--- config.mk ---
export PLATFORM = sky130hd
export DESIGN_NAME = io_key_events
export DESIGN_NICKNAME = d
export VERILOG_FILES = /design/src/rtl/io_pkg.sv /design/src/rtl/debounce_cell.sv /design/src/rtl/io_key_events.sv
export SDC_FILE = /design/constraint.sdc
export NUM_CORES = 1
export LEC_CHECK = 0
export BUFFER_PORTS_ARGS = -buffer_cell sky130_fd_sc_hd__buf_4
export CAP_MARGIN = 30
export CORE_ASPECT_RATIO = 1.1
export CORE_UTILIZATION = 30
export CTS_CLUSTER_SIZE = 40
export DETAILED_ROUTE_END_ITERATION = 7
export PLACE_DENSITY = 0.46
export SYNTH_ARGS = -nofsm -noshare
export SYNTH_HDL_FRONTEND = slang
export SYNTH_SLANG_ARGS = --single-unit
--- constraint.sdc ---
create_clock -name clk -period 3.65 [get_ports clk]
set_input_delay 0.1825 -clock clk [delete_from_list [all_inputs] [get_ports clk]]
set_output_delay 0.1825 -clock clk [all_outputs]
set_load 0.005 [all_outputs]
--- src/rtl/io_pkg.sv ---
// Shared constants for the key/switch input peripheral: register offsets
// within the block and the base addresses the system top decodes against.
package io_pkg;

    localparam logic [1:0] REG_STATUS = 2'd0;
    localparam logic [1:0] REG_EVENTS = 2'd1;
    localparam logic [1:0] REG_COUNT  = 2'd2;
    localparam logic [1:0] REG_SWITCH = 2'd3;

    localparam logic [31:0] IO_BASE_ADDR = 32'hFF20_0000;
    localparam logic [31:0] IO_KEYS_ADDR = IO_BASE_ADDR + 32'h0000_0050;
    localparam logic [31:0] IO_ADDR_MASK = 32'hFFFF_FFF0;

endpackage

--- src/rtl/debounce_cell.sv ---
// One input bit: two-flop synchroniser followed by a stability counter that
// only accepts a new level after DEBOUNCE_CYCLES consecutive differing samples.
module debounce_cell #(
    parameter int   DEBOUNCE_CYCLES = 4,
    parameter logic RESET_VAL       = 1'b0
) (
    input  logic clk,
    input  logic reset,
    input  logic din,
    output logic stable
);

    localparam logic [7:0] CNT_MAX = 8'(DEBOUNCE_CYCLES - 1);

    logic       s1;
    logic       s2;
    logic [7:0] cnt;

    // Sync flops reset to the idle level so releasing reset never looks like an edge.
    always_ff @(posedge clk or negedge reset) begin
        if (!reset) begin
            s1     <= RESET_VAL;
            s2     <= RESET_VAL;
            stable <= RESET_VAL;
            cnt    <= '0;
        end else begin
            s1 <= din;
            s2 <= s1;
            if (s2 == stable) begin
                cnt <= '0;
            end else if (cnt == CNT_MAX) begin
                stable <= s2;
                cnt    <= '0;
            end else begin
                cnt <= cnt + 8'd1;
            end
        end
    end

endmodule

--- src/rtl/io_key_events.sv ---
// Memory-mapped key/switch peripheral: debounced levels, latched press events
// with write-1-to-clear, a 16-bit press counter and a combinational read mux.
module io_key_events
    import io_pkg::*;
#(
    parameter int N_KEYS          = 4,
    parameter int N_SW            = 10,
    parameter int DEBOUNCE_CYCLES = 4
) (
    input  logic              clk,
    input  logic              reset,
    input  logic [N_KEYS-1:0] key_raw,
    input  logic [N_SW-1:0]   sw_raw,
    input  logic              sel,
    input  logic              we,
    input  logic [1:0]        reg_off,
    input  logic [31:0]       wdata,
    output logic [31:0]       rdata,
    output logic              event_pending
);

    logic [N_KEYS-1:0] stable_keys;
    logic [N_KEYS-1:0] key_level;
    logic [N_KEYS-1:0] key_level_q;
    logic [N_KEYS-1:0] press;
    logic [N_KEYS-1:0] events;
    logic [N_SW-1:0]   sw_level;
    logic [15:0]       count;
    logic [15:0]       count_base;
    logic [15:0]       press_cnt;
    logic              wr;
    logic              unused_wdata;

    genvar i;
    generate
        for (i = 0; i < N_KEYS; i++) begin : gen_keys
            debounce_cell #(
                .DEBOUNCE_CYCLES(DEBOUNCE_CYCLES),
                .RESET_VAL      (1'b1)
            ) u_key (
                .clk   (clk),
                .reset (reset),
                .din   (key_raw[i]),
                .stable(stable_keys[i])
            );
        end
        for (i = 0; i < N_SW; i++) begin : gen_sw
            debounce_cell #(
                .DEBOUNCE_CYCLES(DEBOUNCE_CYCLES),
                .RESET_VAL      (1'b0)
            ) u_sw (
                .clk   (clk),
                .reset (reset),
                .din   (sw_raw[i]),
                .stable(sw_level[i])
            );
        end
    endgenerate

    assign key_level     = ~stable_keys;
    assign press         = key_level & ~key_level_q;
    assign wr            = sel & we;
    assign event_pending = |events;
    assign unused_wdata  = ^wdata[31:16];

    always_comb begin
        press_cnt = '0;
        for (int k = 0; k < N_KEYS; k++) begin
            press_cnt = press_cnt + 16'(press[k]);
        end
    end

    // A load and a press landing together both count, so the press adds onto the loaded value.
    assign count_base = (wr && reg_off == REG_COUNT) ? wdata[15:0] : count;

    always_ff @(posedge clk or negedge reset) begin
        if (!reset) begin
            key_level_q <= '0;
            events      <= '0;
            count       <= '0;
        end else begin
            key_level_q <= key_level;
            if (wr && reg_off == REG_EVENTS) begin
                events <= (events & ~wdata[N_KEYS-1:0]) | press;
            end else begin
                events <= events | press;
            end
            count <= count_base + press_cnt;
        end
    end

    always_comb begin
        rdata = '0;
        if (sel) begin
            case (reg_off)
                REG_STATUS: rdata[N_KEYS-1:0] = key_level;
                REG_EVENTS: rdata[N_KEYS-1:0] = events;
                REG_COUNT:  rdata[15:0]       = count;
                default:    rdata[N_SW-1:0]   = sw_level;
            endcase
        end
    end

endmodule

# Word level (Yosys, flattened, before mapping)
# Cells that the tools add are included.
dict set report totals {
  output_inout_bits 33
  register_bits 178
  wordCells 182
  input_bits 52
}
dict set report classes {
  n_eq_ne 30
  n_addsub 18
  muxes 34
  n_reduce_logical 19
  bitwise_logic 22
}
# op n
set ops {}
lappend ops {{$mux 8} 28}
lappend ops {{$add 8x1->8 const B} 14}
lappend ops {{$eq 8x2->1 const B} 14}
lappend ops {{$mux 16} 2}
lappend ops {{$reduce_and 2->1} 14}
lappend ops {{$add 16x4->16} 1}
lappend ops {{$eq 1x1->1} 14}
lappend ops {{$not 1->1} 14}
lappend ops {{$not 4->4} 3}
lappend ops {{$pmux 4 s3} 1}
lappend ops {{$pmux 6 s2} 1}
lappend ops {{$and 4x4->4} 2}
lappend ops {{$or 4x4->4} 2}
lappend ops {{$mux 6} 1}
lappend ops {{$add 3x1->4} 1}
lappend ops {{$mux 4} 1}
lappend ops {{$reduce_or 4->1} 1}
lappend ops {{$add 2x1->3} 1}
lappend ops {{$add 1x1->2} 1}
lappend ops {{$eq 2x1->1 const B} 1}
lappend ops {{$eq 2x2->1 const B} 1}
lappend ops {{$logic_and 1x1->1} 2}
lappend ops {{$logic_not 2->1} 1}
lappend ops {{$reduce_or 2->1} 1}
lappend ops {{$and 1x1->1} 1}

# Logic depth before layout (Yosys ltp)
# Gate-level depths: netlist of run 1.
dict set report logic_depth {
  ltp_word 6
  ltp_mapped 12
  depth_no_buf 9
}

# Cells and area by module
# Synthesis of run 1 repeated with hierarchy kept, for this count alone.
dict set report unflattened {
  hier_cells 803
  area_unflattened_um2 8740.9
}
# mod area_each_um2 instances cells_each seq_area_each_um2
set by_module_without_submodules {}
lappend by_module_without_submodules {{debounce_cell at gen_sw[0].u_sw ...} 493.0 10 44 275.3}
lappend by_module_without_submodules {{debounce_cell at gen_keys[0].u_key ...} 496.7 4 44 279.0}
lappend by_module_without_submodules {io_key_events 1824.2 1 187 600.6}

# Worst setup path before layout of run 1
# OpenSTA, ideal clock, no wires.
dict set report synth_path {
  kind {register to register}
  from {register gen_keys[0].u_key.stable}
  to {register count[12]}
  required_time_ns 3.517
  synth_period_minus_slack_ns 2.841
  setup_time_ns 0.133
  slack_ns 0.809
  path_buffers 1
  arrival_ns 2.707
  path_stages_with_launch 10
  path_cell_list {dfstp_2 -> or2_2 -> fa_1 -> fa_1 -> fa_1 -> clkbuf_1 -> nand2b_1 -> mux2_2 -> o21ai_0 -> o21ai_0}
}
dict set report synth_via {
  elab_chain_len 6
}
# item line_no
set synth_rtl {}
lappend synth_rtl {{from (decl)} debounce_cell.sv:10} ;# output logic stable
lappend synth_rtl {{from (signal assigned)} debounce_cell.sv:24} ;# stable <= RESET_VAL;
lappend synth_rtl {{from (signal assigned)} debounce_cell.sv:32} ;# stable <= s2;
lappend synth_rtl {{$not 4->4} io_key_events.sv:60} ;# assign key_level = ~stable_keys;
lappend synth_rtl {{$and 4x4->4} io_key_events.sv:61} ;# assign press = key_level & ~key_level_q;
lappend synth_rtl {{$add 1x1->2} io_key_events.sv:69} ;# press_cnt = press_cnt + 16'(press[k]);
lappend synth_rtl {{$add 2x1->3} io_key_events.sv:69}
lappend synth_rtl {{$add 3x1->4} io_key_events.sv:69}
lappend synth_rtl {{$add 16x4->16} io_key_events.sv:88} ;# count <= count_base + press_cnt;
lappend synth_rtl {{to (signal assigned)} io_key_events.sv:88}
lappend synth_rtl {{to (decl)} io_key_events.sv:28} ;# logic [15:0] count;
# Every way passes these cells.
# A chain may end at the register's enable or synchronous reset.

# Final worst setup path of run 1
# Ends and elaborated chain as after synthesis.

==> impl_metrics.tcl, run 1 <==
set metrics [dict create \
    synth_area_leader_cell "dfrtp_1" \
    firstDrtPassIters 4 \
    grt_max_degree 91 \
    final_hold_violation_count 0 \
    critPathTopFamily "adder cells" \
    critical_path.cell_chain "or2_2 -> fa_1 -> fa_1 -> fa_1 -> nand2b_1 -> mux2_2 -> o21ai_0 -> o21ai_0" \
    period_share 0.818 \
    cts-htree-levels 4 \
    final_max_slew_viols 0 \
    post-route-min-period_ns 2.99 \
    io_buffer_count 52 \
    path_clk_slew_ns 0.07 \
    number_of_nets_with_antenna_violations_after_detailed_routing 0 \
    multi_input_comb_area_um2 3640 \
    worst_path_max_delay_cell "fa_1" \
    drt_first_iter_violations 241 \
    maxClockFrequency_ghz 0.335 \
    route.detailed.wl_per_inst_um 13.5 \
    total_leakage_power_nw 4.56 \
    synth_flop_cell "dfrtp_1" \
    synth-async-reset-ratio 1.00 \
    max-clock-path-buffers 2 \
    finalHoldWorstSlack_ns 0.0434 \
    post-synth-top-area-fraction 0.504 \
    finalSetupViolCount 0 \
    gr-usage-all-layers 0.125 \
    fill_cell_count 2715 \
    placeableCoreArea_um2 27000 \
    floorplan.die_area_um2 28100 \
    tritoncts "yes" \
    total_number_of_vias 5210 \
    gp_congestion 0.754 \
    number_of_core_rows 63 \
    dominant_cells_by_area_after_synthesis "dfrtp_1, xor2_1, nor2_1" \
    die_h_um 176 \
    synth_edf_count 0 \
    critPathMostFrequentCell "fa_1" \
    cap_violations 0 \
    gr-total-overflow 0 \
    regArea_um2 4470 \
    grt_antenna_before_repair 0 \
    clk_latency_ns 0.43 \
    critPathKind "flop to flop" \
    worst-path-max-fanout 9 \
    cts_repair_resize_count 0 \
    cts.sinks 178 \
    max_stage_delay_ns 0.54 \
    synth.yosys.warnings 0 \
    dpl.hpwl_um 11100 \
    initial_core_utilization 0.305 \
    slew_headroom 0.499 \
    clock_skew_ns 0.0130 \
    synth_most_common_cell "dfrtp_1" \
    p_r_area_growth_vs_syn_pct 18.5 \
    worstHoldPathType "primary input to flop" \
    final_nets 893 \
    power.density_nw_per_um2 618 \
    via_count_of_the_first_global_routing_pass 5311 \
    crit_path_buf_inv_count 0 \
    cts_made_buffers 17 \
    route.detailed.drc 0 \
    hold_fix_buffer_count_after_cts 15 \
    floorplan.io_pins 85 \
    post-cts-setup-buffers 0 \
    worstSetupEndpointType "flop" \
    commonest_cells_post_synth "dfrtp_1, nor2_1, xor2_1" \
    worst_ep_required_time_ns 3.95 \
    layout-drive-gt1-share 0.157 \
    yosysSeqAreaShare 0.543 \
    synth-seq-cells 178 \
    postPlaceCellArea_um2 9020 \
    post_synth_inst_count 742 \
    cp_data_arrival_time_ns 3.29 \
    vdd_ir_drop_max_mv 0.282 \
    design_area_um2 9760 \
    grt_first_pass_wirelength_um 27500 \
    outcome "complete, no violations" \
    syn_avg_cell_area_um2 11.1 \
    postRouteWirelength_um 16100 \
    fp.dieW_um 160 \
    transition_time_at_the_pin_with_the_least_slew_margin_ns 0.752 \
    ctsRootBufferMaster "clkbuf_16" \
    placed_cells 1146 \
    final_tns_setup_ns 0 \
    final_cell_count_no_fill 1193 \
    critPathLaunchType "flop" \
    synthesis.area_um2 8240 \
    number_of_different_library_cells_in_the_post_synthesis_netlist 44 \
    via_per_inst 4.37 \
    rsz0062_at_grt "false" \
    insertedDiodeCount 0 \
    postLayoutCoreUtil 0.362 \
]
-- placed cells by master (no fill, tap or decap), types with 3 or more instances in the layout --
cell / count
and2_1: 12
and3_1: 40
buf_4: 53
clkbuf_16: 17
clkinv_4: 3
conb_1: 16
dfrtp_1: 166
dfstp_2: 12
dlygate4sd3_1: 15
fa_1: 3
ha_1: 15
inv_1: 8
inv_6: 5
inv_8: 3
mux2_2: 15
mux2i_1: 23
nand2_1: 50
nand3_1: 66
nand3b_1: 3
nand4_1: 7
nor2_1: 112
nor3_1: 14
nor3b_1: 3
nor4b_1: 12
o2111ai_1: 3
o211ai_1: 3
o21ai_0: 5
or2_2: 6
xnor2_1: 28
xor2_1: 91
-- final timing paths --
path	to	from	cells after the start	slack, ns
max	count[12]	gen_keys[0].u_key.stable	8	0.66
min	events[1]	wdata[1]	4	0.04
max reg2reg	count[12]	gen_keys[0].u_key.stable	8	0.66
min reg2reg	gen_sw[7].u_sw.s2	gen_sw[7].u_sw.s1	0	0.35
max in group asynchronous	gen_keys[0].u_key.stable	reset	3	2.41
min in group asynchronous	gen_sw[7].u_sw.cnt[6]	reset	2	0.37
-- sequential cells by signal, indices dropped and copies added, names as in the netlist --
name	flops
events	4
gen_keys.u_key.s2	4
gen_keys.u_key.s1	4
gen_keys.u_key.cnt	32
key_level_q	4
gen_sw.u_sw.s1	10
gen_sw.u_sw.s2	10
gen_keys.u_key.stable	4
gen_sw.u_sw.cnt	80
count	16
gen_sw.u_sw.stable	10
-- kinds of logic after synthesis --
kind of cell             synth area share
XOR/XNOR                            0.127
buffers and inverters              0.0223
other                            0.000455
multiplexers                       0.0576
adder cells (fa/ha/maj)            0.0301
AND/OR/NAND/NOR                     0.208
flip-flops                          0.543
AO/OA/AOI/OAI                      0.0122
-- metal layers --
metal / GRT usage / wire length [um] / share of wire
met1: 0.160 / 7640 / 0.47
met2: 0.206 / 7870 / 0.49
met3: 0.0293 / 405 / 0.025
met4: 0.0421 / 191 / 0.012
met5: 0 / 0 / 0
-- where the power goes --
part           internal, mW  switching, mW
clock                 0.974          0.863
sequential             2.37          0.387
combinational         0.646          0.792
total                  3.99           2.04
-- cell type report --
| type | count | area share |
|---|---|---|
| inverters | 8 | 0.00308 |
| flip-flops and latches | 178 | 0.458 |
| clock inverters | 15 | 0.0169 |
| clock buffers | 17 | 0.0436 |
| multi-input cells | 548 | 0.373 |
| well taps | 357 | 0.0458 |
| repair buffers | 70 | 0.0596 |
-- per-stage QoR --
stage               power, mW  worst slack [ns]
global route             6.51             0.446
global placement         4.26             0.666
finish                   6.03             0.663
CTS                      6.16             0.626
detailed placement       4.26             0.629
floorplan                3.77             0.809
-- tightest hold or removal path, cell delays in order --
cell and delay [ns]:
buf_4 0.10, nand2_1 0.05, nand2_1 0.06, nand2_1 0.04
Note: power is estimated with default switching activity, not from simulation.
==> run 2, diff against run 1 <==
Settings changed: PLACE_DENSITY 0.46 to 0.48.
Clock period 3.65 ns to 2.65 ns, I/O delays scaled along.
==> impl_metrics.tcl, run 2 (same netlist as run 1, synthesis figures left out) <==
set metrics [dict create \
    worstSetupEndpointType "flop" \
    largest_register_ffs 80 \
    worstHoldEndpoint "events[2]" \
    maxClockFrequency_ghz 0.394 \
    postRouteWirelength_um 16000 \
    cp_data_arrival_time_ns 2.84 \
    timing.reg2reg.worst_path_depth 8 \
    floorplan.io_pins 85 \
    detailroute.wirelength.met3_um 390 \
    transition_time_at_the_pin_with_the_least_slew_margin_ns 0.520 \
    route.detailed.drc 0 \
    gp_congestion 0.772 \
    io_buffer_count 52 \
    top_layer "met4" \
    total_number_of_vias 5389 \
    via_per_inst 4.46 \
    post-route-min-period_ns 2.54 \
    grt_antenna_before_repair 0 \
    p_r_area_growth_vs_syn_pct 20.9 \
    rr_startpoint "key_level_q[3]" \
    cts.sinks 178 \
    regToRegSetupSlack_ns 0.11 \
    reg.largest.list "gen_sw.u_sw.cnt: 80 flops, gen_keys.u_key.cnt: 32 flops, count: 16 flops" \
    cts_made_buffers 17 \
    cts-htree-levels 4 \
    grt_max_degree 52 \
    placeableCoreArea_um2 27000 \
    slew_headroom 0.652 \
    critPathLaunchType "flop" \
    rsz0062_at_grt "false" \
    worstReg2RegEnd "count[12]" \
    worst-path-max-fanout 5 \
    largest_register "gen_sw.u_sw.cnt" \
    period_share 0.957 \
    postPlaceCellArea_um2 9090 \
    grt_first_pass_wirelength_um 27200 \
    most-common-layout-cells "dfrtp_1, nor2_1, xor2_1" \
    number_of_nets_with_antenna_violations_after_detailed_routing 0 \
    routedLengthMet1_um 7770 \
    mostFrequentLayoutCell "dfrtp_1" \
    final_tns_setup_ns 0 \
    fp.dieW_um 160 \
    power.density_nw_per_um2 866 \
    layout-drive-gt1-share 0.167 \
    final_hold_violation_count 0 \
    worst_ep_required_time_ns 2.96 \
    met2_length_um 7660 \
    floorplan.die_area_um2 28100 \
    critPathKind "flop to flop" \
    clock_skew_ns 0.0123 \
    vdd_ir_drop_max_mv 0.346 \
    cap_violations 0 \
    final_max_slew_viols 0 \
    gr-total-overflow 0 \
    total_leakage_power_nw 4.66 \
    initial_core_utilization 0.305 \
    die_h_um 176 \
    via_count_of_the_first_global_routing_pass 5376 \
    design_area_um2 9960 \
    tritoncts "yes" \
    drt_first_iter_violations 204 \
    final_nets 907 \
    clk_latency_ns 0.44 \
    path_clk_slew_ns 0.07 \
    ctsRootBufferMaster "clkbuf_16" \
    max-clock-path-buffers 2 \
    holdCritStartpoint "wdata[2]" \
    firstDrtPassIters 4 \
    finalSetupViolCount 0 \
    route.detailed.wl_per_inst_um 13.3 \
    insertedDiodeCount 0 \
    dpl.hpwl_um 11300 \
    gr-usage-all-layers 0.123 \
    worst_hold_path.num_cells 4 \
    worstHoldPathType "primary input to flop" \
    outcome "complete, no violations" \
    number_of_core_rows 63 \
]
run 2: per-layer routing:
| layer | GRT usage | vias to the layer above |
|---|---|---|
| li1 | - | 2684 |
| met1 | 0.161 | 2629 |
| met2 | 0.197 | 66 |
| met3 | 0.0288 | 10 |
| met4 | 0.0429 | 0 |
| met5 | 0 | - |
run 2: critical path, cell delays in order (launching register included):
cell and delay [ns]:
dfrtp_1 0.36, or2_4 0.25, fa_1 0.50, fa_2 0.37, fa_2 0.40, nand2b_4 0.15, mux2_2 0.25, o21ai_0 0.07
o21ai_1 0.07
run 2: cell type report:
class | count | area, um2
Fill cell | 2714 | 17000
Sequential cell | 178 | 4470
Multi-Input combinational cell | 548 | 3660
Timing Repair Buffer | 84 | 714
Clock buffer | 20 | 457
Tap cell | 357 | 447
Clock inverter | 12 | 179
Inverter | 8 | 30.0
run 2: stage by stage:
stage / util / hold WS [ns] / instances / power [mW] / setup slack (ns)
after detailed placement: 0.337 / 0.101 / 1154 / 5.96 / 0.0279
after global routing: 0.369 / 0.0193 / 1207 / 9.25 / 0.00509
after global placement: 0.337 / 0.0999 / 1154 / 5.95 / 0.0317
after CTS: 0.369 / 0.00213 / 1207 / 8.75 / 0.0181
final: 0.369 / 0.0200 / 1207 / 8.62 / 0.114
after floorplan: - / -0.163 / 757 / 5.23 / 0.0240
run 2: worst max path at each step:
stage	startpoint	endpoint	depth (start not counted)
after floorplan	gen_keys[1].u_key.stable	count[12]	9
after global placement	key_level_q[3]	count[12]	8
after detailed placement	key_level_q[3]	count[12]	8
after CTS	key_level_q[3]	count[12]	8
after global routing	key_level_q[3]	count[12]	8
final	key_level_q[3]	count[12]	8
run 2: report_power, final:
group	leakage, nW	internal, mW	total, mW	switching, mW
clock	0.303	1.63	2.71	1.07
combinational	2.07	0.992	2.12	1.13
sequential	2.28	3.27	3.79	0.520
total	4.66	5.89	8.62	2.72
run 2: what timing repair did:
item,CTS,global route
gates resized for setup,0,6
hold buffers,21,0
endpoints found under the hold margin,61,0
buffers inserted,0,0
setup endpoints to repair,0,4
